### src/rtl/lsu_mem_master.sv
// Load/store initiator for a word-addressed data RAM.
// Takes one CPU request at a time, checks alignment, and drives registered RAM
// strobes for WAIT_CYCLES+1 clocks. Returns extended load data or an error flag.
//
//   state  | meaning
//   -------+---------------------------------------------------------------
//   IDLE   | ready for a request; all mem_* strobes low
//   ACCESS | RAM strobes driven; counter runs down to 0, then data sampled
//   RESP   | resp_valid high, data/err held until resp_ready
module lsu_mem_master #(
  parameter int WAIT_CYCLES = 0
) (
  input  logic        clk,
  input  logic        rst_n,
  input  logic        req_valid,
  output logic        req_ready,
  input  logic        req_we,
  input  logic [2:0]  req_funct3,
  input  logic [31:0] req_addr,
  input  logic [31:0] req_wdata,
  output logic        resp_valid,
  input  logic        resp_ready,
  output logic [31:0] resp_rdata,
  output logic        resp_err,
  output logic        mem_r,
  output logic [3:0]  mem_w,
  output logic [31:0] mem_addr,
  output logic [31:0] mem_wdata,
  input  logic [31:0] mem_rdata
);

  typedef enum logic [1:0] {IDLE, ACCESS, RESP} state_t;

  localparam int CW = (WAIT_CYCLES > 0) ? $clog2(WAIT_CYCLES + 1) : 1;
  localparam logic [CW-1:0] CNT_INIT = CW'(WAIT_CYCLES);

  state_t        state, state_nxt;
  logic [CW-1:0] cnt;
  logic          we_q;
  logic [2:0]    f3_q;
  logic [1:0]    lane_q;

  logic          accept;
  logic          cnt_done;
  logic          misalign;
  logic [3:0]    st_lanes;
  logic [31:0]   st_data;
  logic [7:0]    ld_byte;
  logic [15:0]   ld_half;
  logic [31:0]   ld_ext;

  assign req_ready  = (state == IDLE);
  assign resp_valid = (state == RESP);
  assign accept     = req_valid && (state == IDLE);
  assign cnt_done   = (state == ACCESS) && (cnt == '0);

  // Alignment / legality check; illegal encodings are reported the same way as misalignment.
  always_comb begin
    misalign = 1'b1;
    case (req_funct3)
      3'b000:  misalign = 1'b0;
      3'b001:  misalign = req_addr[0];
      3'b010:  misalign = (req_addr[1:0] != 2'b00);
      3'b100:  misalign = req_we;
      3'b101:  misalign = req_we || req_addr[0];
      default: misalign = 1'b1;
    endcase
  end

  // Byte-lane enables and replicated store data for the incoming request.
  always_comb begin
    st_lanes = 4'b0000;
    st_data  = 32'h0;
    case (req_funct3[1:0])
      2'b00: begin
        st_lanes = 4'b0001 << req_addr[1:0];
        st_data  = {4{req_wdata[7:0]}};
      end
      2'b01: begin
        st_lanes = req_addr[1] ? 4'b1100 : 4'b0011;
        st_data  = {2{req_wdata[15:0]}};
      end
      2'b10: begin
        st_lanes = 4'b1111;
        st_data  = req_wdata;
      end
      default: begin
        st_lanes = 4'b0000;
        st_data  = 32'h0;
      end
    endcase
  end

  // Lane extraction and sign/zero extension of the RAM read word.
  always_comb begin
    ld_byte = 8'h0;
    case (lane_q)
      2'd0:    ld_byte = mem_rdata[7:0];
      2'd1:    ld_byte = mem_rdata[15:8];
      2'd2:    ld_byte = mem_rdata[23:16];
      default: ld_byte = mem_rdata[31:24];
    endcase
    ld_half = lane_q[1] ? mem_rdata[31:16] : mem_rdata[15:0];
    ld_ext  = 32'h0;
    case (f3_q)
      3'b000:  ld_ext = {{24{ld_byte[7]}}, ld_byte};
      3'b100:  ld_ext = {24'h0, ld_byte};
      3'b001:  ld_ext = {{16{ld_half[15]}}, ld_half};
      3'b101:  ld_ext = {16'h0, ld_half};
      3'b010:  ld_ext = mem_rdata;
      default: ld_ext = 32'h0;
    endcase
  end

  // State register.
  always_ff @(posedge clk or negedge rst_n) begin
    if (!rst_n) state <= IDLE;
    else        state <= state_nxt;
  end

  // Next-state logic.
  always_comb begin
    state_nxt = state;
    case (state)
      IDLE:    if (req_valid) state_nxt = misalign ? RESP : ACCESS;
      ACCESS:  if (cnt == '0) state_nxt = RESP;
      RESP:    if (resp_ready) state_nxt = IDLE;
      default: state_nxt = IDLE;
    endcase
  end

  // Request latch, wait counter, registered RAM strobes and response data.
  always_ff @(posedge clk or negedge rst_n) begin
    if (!rst_n) begin
      cnt        <= '0;
      we_q       <= 1'b0;
      f3_q       <= 3'b000;
      lane_q     <= 2'b00;
      mem_r      <= 1'b0;
      mem_w      <= 4'b0000;
      mem_addr   <= 32'h0;
      mem_wdata  <= 32'h0;
      resp_rdata <= 32'h0;
      resp_err   <= 1'b0;
    end else if (accept) begin
      we_q       <= req_we;
      f3_q       <= req_funct3;
      lane_q     <= req_addr[1:0];
      cnt        <= CNT_INIT;
      resp_rdata <= 32'h0;
      resp_err   <= misalign;
      if (!misalign) begin
        mem_addr  <= {req_addr[31:2], 2'b00};
        mem_r     <= !req_we;
        mem_w     <= req_we ? st_lanes : 4'b0000;
        mem_wdata <= req_we ? st_data : 32'h0;
      end
    end else if (cnt_done) begin
      mem_r     <= 1'b0;
      mem_w     <= 4'b0000;
      mem_addr  <= 32'h0;
      mem_wdata <= 32'h0;
      if (!we_q) resp_rdata <= ld_ext;
    end else if (state == ACCESS) begin
      cnt <= cnt - 1'b1;
    end else if (resp_valid && resp_ready) begin
      resp_rdata <= 32'h0;
      resp_err   <= 1'b0;
    end
  end

endmodule

### config.mk
export PLATFORM = sky130hd
export DESIGN_NAME = lsu_mem_master
export DESIGN_NICKNAME = d
export VERILOG_FILES = /design/src/rtl/lsu_mem_master.sv
export SDC_FILE = /design/constraint.sdc
export NUM_CORES = 1
export LEC_CHECK = 0
export CAP_MARGIN = 20
export CORE_MARGIN = 1.5
export CORE_UTILIZATION = 47
export DETAILED_ROUTE_END_ITERATION = 10
export GPL_ROUTABILITY_DRIVEN = 1
export MAX_ROUTING_LAYER = met4
export PLACE_DENSITY = 0.86
export SLEW_MARGIN = 10
export SYNTH_ARGS = -nofsm -noshare
export SYNTH_HDL_FRONTEND = slang
export SYNTH_SLANG_ARGS = --single-unit
### constraint.sdc
create_clock -name clk -period 4.6 [get_ports clk]
set_input_delay 1.15 -clock clk [delete_from_list [all_inputs] [get_ports clk]]
set_output_delay 1.15 -clock clk [all_outputs]
set_load 0.05 [all_outputs]
==> results of run 1 <==
## cell usage in the layout (no fill, tap or decap), drive strengths merged, types with 10 or more instances in the layout
| master | count |
|---|---|
| a21o | 10 |
| a21oi | 21 |
| a221o | 23 |
| a22o | 37 |
| buf | 11 |
| clkbuf | 11 |
| clkdlybuf4s50 | 204 |
| dfrtp | 109 |
| mux2 | 26 |
| mux2i | 11 |
| nand2 | 50 |
| nand2b | 12 |
| nand3 | 19 |
| o21ai | 22 |
## metrics by stage
stage          power, uW   util  setup slack [ns]
6_report            4300  0.697              1.41
3_5_place_dp        3680  0.674              1.04
4_1_cts             4300  0.693              1.43
2_1_floorplan       2910      -              2.05
5_1_grt             4480  0.697              1.26
3_3_place_gp        3640  0.674              1.12
## routing by layer
layer / vias to the layer above / wire (um) / part of all wire
met1: 2318 / 6550 / 0.42
met2: 279 / 7510 / 0.48
met4: 0 / 448 / 0.028
li1: 2089 / - / -
met3: 37 / 1270 / 0.081
met5: - / 0 / 0
## layout make-up
cell class,instances,area (um^2),area share
sequential,109,2730,0.360
multi-input combinational,307,2290,0.302
timing repair buffer,215,2160,0.285
tap,140,175,0.0231
clock buffer,11,141,0.0186
clock inverter,5,67.6,0.00891
inverter,4,15.0,0.00198
## worst paths after layout
| kind | slack (ns) | to | from |
|---|---|---|---|
| min in group asynchronous | 0.74 | mem_addr[20] | rst_n |
| setup / recovery | 1.41 | mem_w[1] | req_valid |
| setup reg to reg | 2.06 | mem_w[1] | state[1] |
| hold reg to reg | 0.50 | resp_rdata[15] | resp_rdata[15] |
| max in group asynchronous | 2.89 | mem_w[3] | rst_n |
| hold / removal | 0.50 | resp_rdata[15] | resp_rdata[15] |
## power breakdown
part | switching, uW | leakage (uW) | total (uW) | internal [uW]
Clock | 339 | 0.0000996 | 614 | 275
Combinational | 1400 | 0.00171 | 2250 | 847
Sequential | 227 | 0.00147 | 1440 | 1210
## logic make-up (layout without fill, tap and decap cells)
group	Yosys count	in the layout	synth area share
and+or+nand+nor	114	114	0.116
AOI/OAI and AO/OA	154	154	0.229
buffers and inverters	47	235	0.0487
other	1	2	0.000712
muxes	37	37	0.0886
DFF	109	109	0.518
## state kept, by name, summed over array words and instances (netlist names)
name        cells
state           2
mem_wdata      32
resp_rdata     32
lane_q          2
mem_w           4
mem_addr       30
we_q            1
f3_q            3
resp_err        1
cnt             1
mem_r           1
==> results.toml, run 1 <==
[setup_path]
cp_top_family = "compound AO/OA/AOI/OAI gates"
cp_num_buf_inv = 1
critPathMaxFanout = 12
critical_path.most_common_cell = "o21ai_0"
path_cells = "clkdlybuf4s50_1 -> nand4bb_1 -> a21oi_1 -> o21ai_0 -> o21ai_0"
cp_slowest_cell = "a21oi_1"
cp_data_arrival_time_ns = 3.50
worstSetupPathDepth = 5
cp_data_required_time_ns = 4.91
critPathKind = "input port to register"
end_kind = "register"
start_kind = "input port"
max_stage_delay_ns = 0.85
reg2regPathDepth = 4

[pwr]
vdd_drop_max_v = 0.000337
power_leakage_uw = 0.00328
power_density_nw_per_um2 = 566

[die]
ios = 208
fp.dieH_um = 109
dieArea_um2 = 11900
die_w_um = 109
initial_core_util = 0.484
core_area_um2 = 10900
std_cell_rows = 38

[drt]
drtAntennaViolNets = 0
dr.pass1.iters = 5
drc = 0
vias = 4723
viasPerCell = 5.97
drt-wirelength-per-cell_um = 20.0
first_iter_violations = 401
wirelength_mm = 15.8

[clock_tree]
cts_setup_buffers = 0
post_cts_resized = 0
cts.sinks = 109
clkTransAtPathRegs_ns = 0.11
hold_buffers = 0
htreeDepth = 3
numCtsBuffers = 9
cts.path.max_buffers = 2
cts_tree = "built"
clockRootBuffer = "clkbuf_8"
clk_latency_ns = 0.38

[sta]
hold_violations = 0
finalCritPeriodShare = 0.693
max_freq_ghz = 0.314
fin_tns_setup_ns = 0
finalSetupViolations = 0
rsz0062_at_grt = "false"
max_slew_margin = 0.356
finalCriticalPeriod_ns = 3.19
maxSlewViolCount = 0
hold_slack_ns = 0.497
worst-slew-pin-transition_ns = 0.964
finClkSkew_ns = 0.0119

[run_status]
status = "finished clean"

[worst_hold_path]
whs_path_depth = 1
hold_class = "register to register"

[global_route]
grt_use_met3 = 0.0418
use_met2 = 0.430
antenna_found_initial = 0
grt_pass1_wl_mm = 24.0
busiest_layer = "met2"
grt_max_degree = 91
grt_util_all_layers = 0.272
grt_pass1_vias = 4582
gr-usage-met1 = 0.351
gr-total-overflow = 0

[place]
finalWeightedCongestion = 0.964
port_buffers = 205
hpwl_mm = 11.6
place_inst = 773
place_area_um2 = 7330

[synthesis]
netlist_area_um2 = 5270
ys_warn_count = 0
ys_seq_area_frac = 0.518
synth_top_area_share = 0.518
yosysMostFrequentCell = "dfrtp_1"
synth.distinct_cells = 47
synth-async-reset-ratio = 1.00
synth_cells = 462
yosysTopAreaCell = "dfrtp_1"
syn_area_per_cell_um2 = 11.4
ys.flop_type = "dfrtp_1"
synth_edf_count = 0
synth_common_cells = "dfrtp_1, nand2_1, a22o_1"
synth_area_leaders = "dfrtp_1, a22o_1, mux2_4, a221o_1, nand2_1"
ys_seq_elements = 109

[final_layout]
drive_gt1_frac = 0.0952
n_fill_cell = 799
diodes = 0
finalInstanceArea_um2 = 7590
syn2layout_area_growth_pct = 44.0
nNetsFinal = 750
stdcell_count = 791

[flow_run]
cap_violations = 0
(Power assumes the default switching activity.)
==> run 2, diff against run 1 <==
Settings changed: CORE_UTILIZATION 47 to 44, PLACE_DENSITY 0.86 to 0.81.
Clock period 4.6 ns to 3.2 ns, I/O delays scaled along.
==> run 2 against run 1 <==
  * The run now ends with DRC left
  * Critical path depth down 3
  * Sequential cell count unchanged
  * Combinational power up 44%
  * First-iteration DRC count up 11%
  * Largest power group unchanged
==> results.toml, run 2 (same netlist as run 1, synthesis figures left out) <==
[run_status]
status = "complete, but fails checks"
failed_checks = "DRC"

[final_layout]
finalInstanceArea_um2 = 7700
diodes = 0
syn2layout_area_growth_pct = 46.3
largest_registers = "mem_wdata: 32 flops, resp_rdata: 32 flops, mem_addr: 30 flops"
final_cell_mix = "clkdlybuf4s50_1, dfrtp_1, nand2_1, a22o_1, a221o_1"
nNetsFinal = 754
drive_gt1_frac = 0.101
layout_commonest_cell = "clkdlybuf4s50_1"

[sta]
finalCritPeriodShare = 0.874
rsz0062_at_grt = "false"
max_slew_margin = 0.393
finalCriticalPeriod_ns = 2.80
max_freq_ghz = 0.358
setup_slack_ns = 0.405
finClkSkew_ns = 0.00519
hold_violations = 0
fin_tns_setup_ns = 0
worst-slew-pin-transition_ns = 0.909
maxSlewViolCount = 0
finalSetupViolations = 0

[pwr]
vdd_drop_max_v = 0.000850
power_leakage_uw = 0.00335
power_density_nw_per_um2 = 841
power_uw = 6480

[setup_path]
r2r_start = "state[0]"
reg2regPathDepth = 6
end_kind = "output port"
critPathKind = "register to output port"
rrSetupSlack_ns = 1.04
crit_path_end = "resp_valid"
start_kind = "register"
cp_data_arrival_time_ns = 2.00
r2r-end = "mem_wdata[16]"
crit_start = "state[1]"
cp_data_required_time_ns = 2.40
critPathMaxFanout = 11

[die]
std_cell_rows = 39
initial_core_util = 0.455
ios = 208
dieArea_um2 = 12600
core_area_um2 = 11600
fp.dieH_um = 112
die_w_um = 112

[clock_tree]
htreeDepth = 3
cts_tree = "built"
post_cts_resized = 0
clockRootBuffer = "clkbuf_16"
clk_latency_ns = 0.34
cts.sinks = 109
hold_buffers = 0
numCtsBuffers = 9
clkTransAtPathRegs_ns = 0.07
cts_setup_buffers = 0
cts.path.max_buffers = 2

[global_route]
busiest_layer = "met2"
antenna_found_initial = 0
grt_util_all_layers = 0.263
grt_use_met3 = 0.0707
grt_pass1_vias = 4764
grt_max_degree = 60
gr-total-overflow = 0
use_met2 = 0.410
grt_pass1_wl_mm = 25.3
gr-usage-met1 = 0.334

[place]
finalWeightedCongestion = 0.947
dpl_worst_slack_ns = -0.00357
place_area_um2 = 7380
port_buffers = 205
hpwl_mm = 11.7

[worst_hold_path]
hold_class = "register to register"
whs_path_depth = 1

[drt]
drt-wirelength-per-cell_um = 20.0
viasPerCell = 5.79
first_iter_violations = 445
vias = 4618
drtAntennaViolNets = 0
wirelength_mm = 15.9
dr.pass1.iters = 8
drc = 15

[flow_run]
cap_violations = 0
-- run 2: changes by cell type in the layout (fill, tap and decap cells not counted), sizes merged --
cell | before | now
buf | 11 | 15
inv | 6 | 4
clkinvlp | 2 | 0
clkinv | 0 | 3
bufinv | 1 | 2
clkbuf | 11 | 10
-- run 2: final cells by class --
class	instances	area (um^2)
clock buffers	10	239
clock inverters	5	75.1
fillers	873	3860
inverters	4	15.0
multi-input cells	307	2290
flip-flops and latches	109	2730
well taps	143	179
repair buffers	219	2170
-- run 2: through the flow --
stage	utilization	hold WS, ns	cells
5_1_grt	0.666	0.512	797
4_1_cts	0.665	0.501	796
6_report	0.666	0.497	797
3_5_place_dp	0.638	0.480	781
3_3_place_gp	0.638	0.477	781
2_1_floorplan	-	0.499	463
-- run 2: power breakdown --
group | switching, uW | internal, uW | total [uW] | leakage, uW
Sequential | 334 | 1740 | 2070 | 0.00147
Combinational | 2020 | 1220 | 3240 | 0.00172
Clock | 466 | 699 | 1160 | 0.000158
-- run 2: layer usage --
layer | routed length, um | share of wire | vias to the layer above
met5 | 0 | 0 | -
met4 | 377 | 0.024 | 0
met3 | 1540 | 0.097 | 26
met2 | 7400 | 0.46 | 250
met1 | 6600 | 0.41 | 2248
li1 | - | - | 2094
-- run 2: worst min-delay path by stage --
stage                             start       endpoint  slack (ns)
after global routing      resp_rdata[1]  resp_rdata[1]        0.51
after detailed placement   mem_addr[15]   mem_addr[15]        0.48
after floorplan                   rst_n            cnt        0.50
after global placement    resp_rdata[3]  resp_rdata[3]        0.48
final                     resp_rdata[1]  resp_rdata[1]        0.50
after CTS                         mem_r          mem_r        0.50
-- run 2: worst max-delay path, cell delays in order, from the launching register on --
cell	delay, ns
dfrtp_1	0.59
nor2b_1	0.24
clkdlybuf4s50_1	0.83
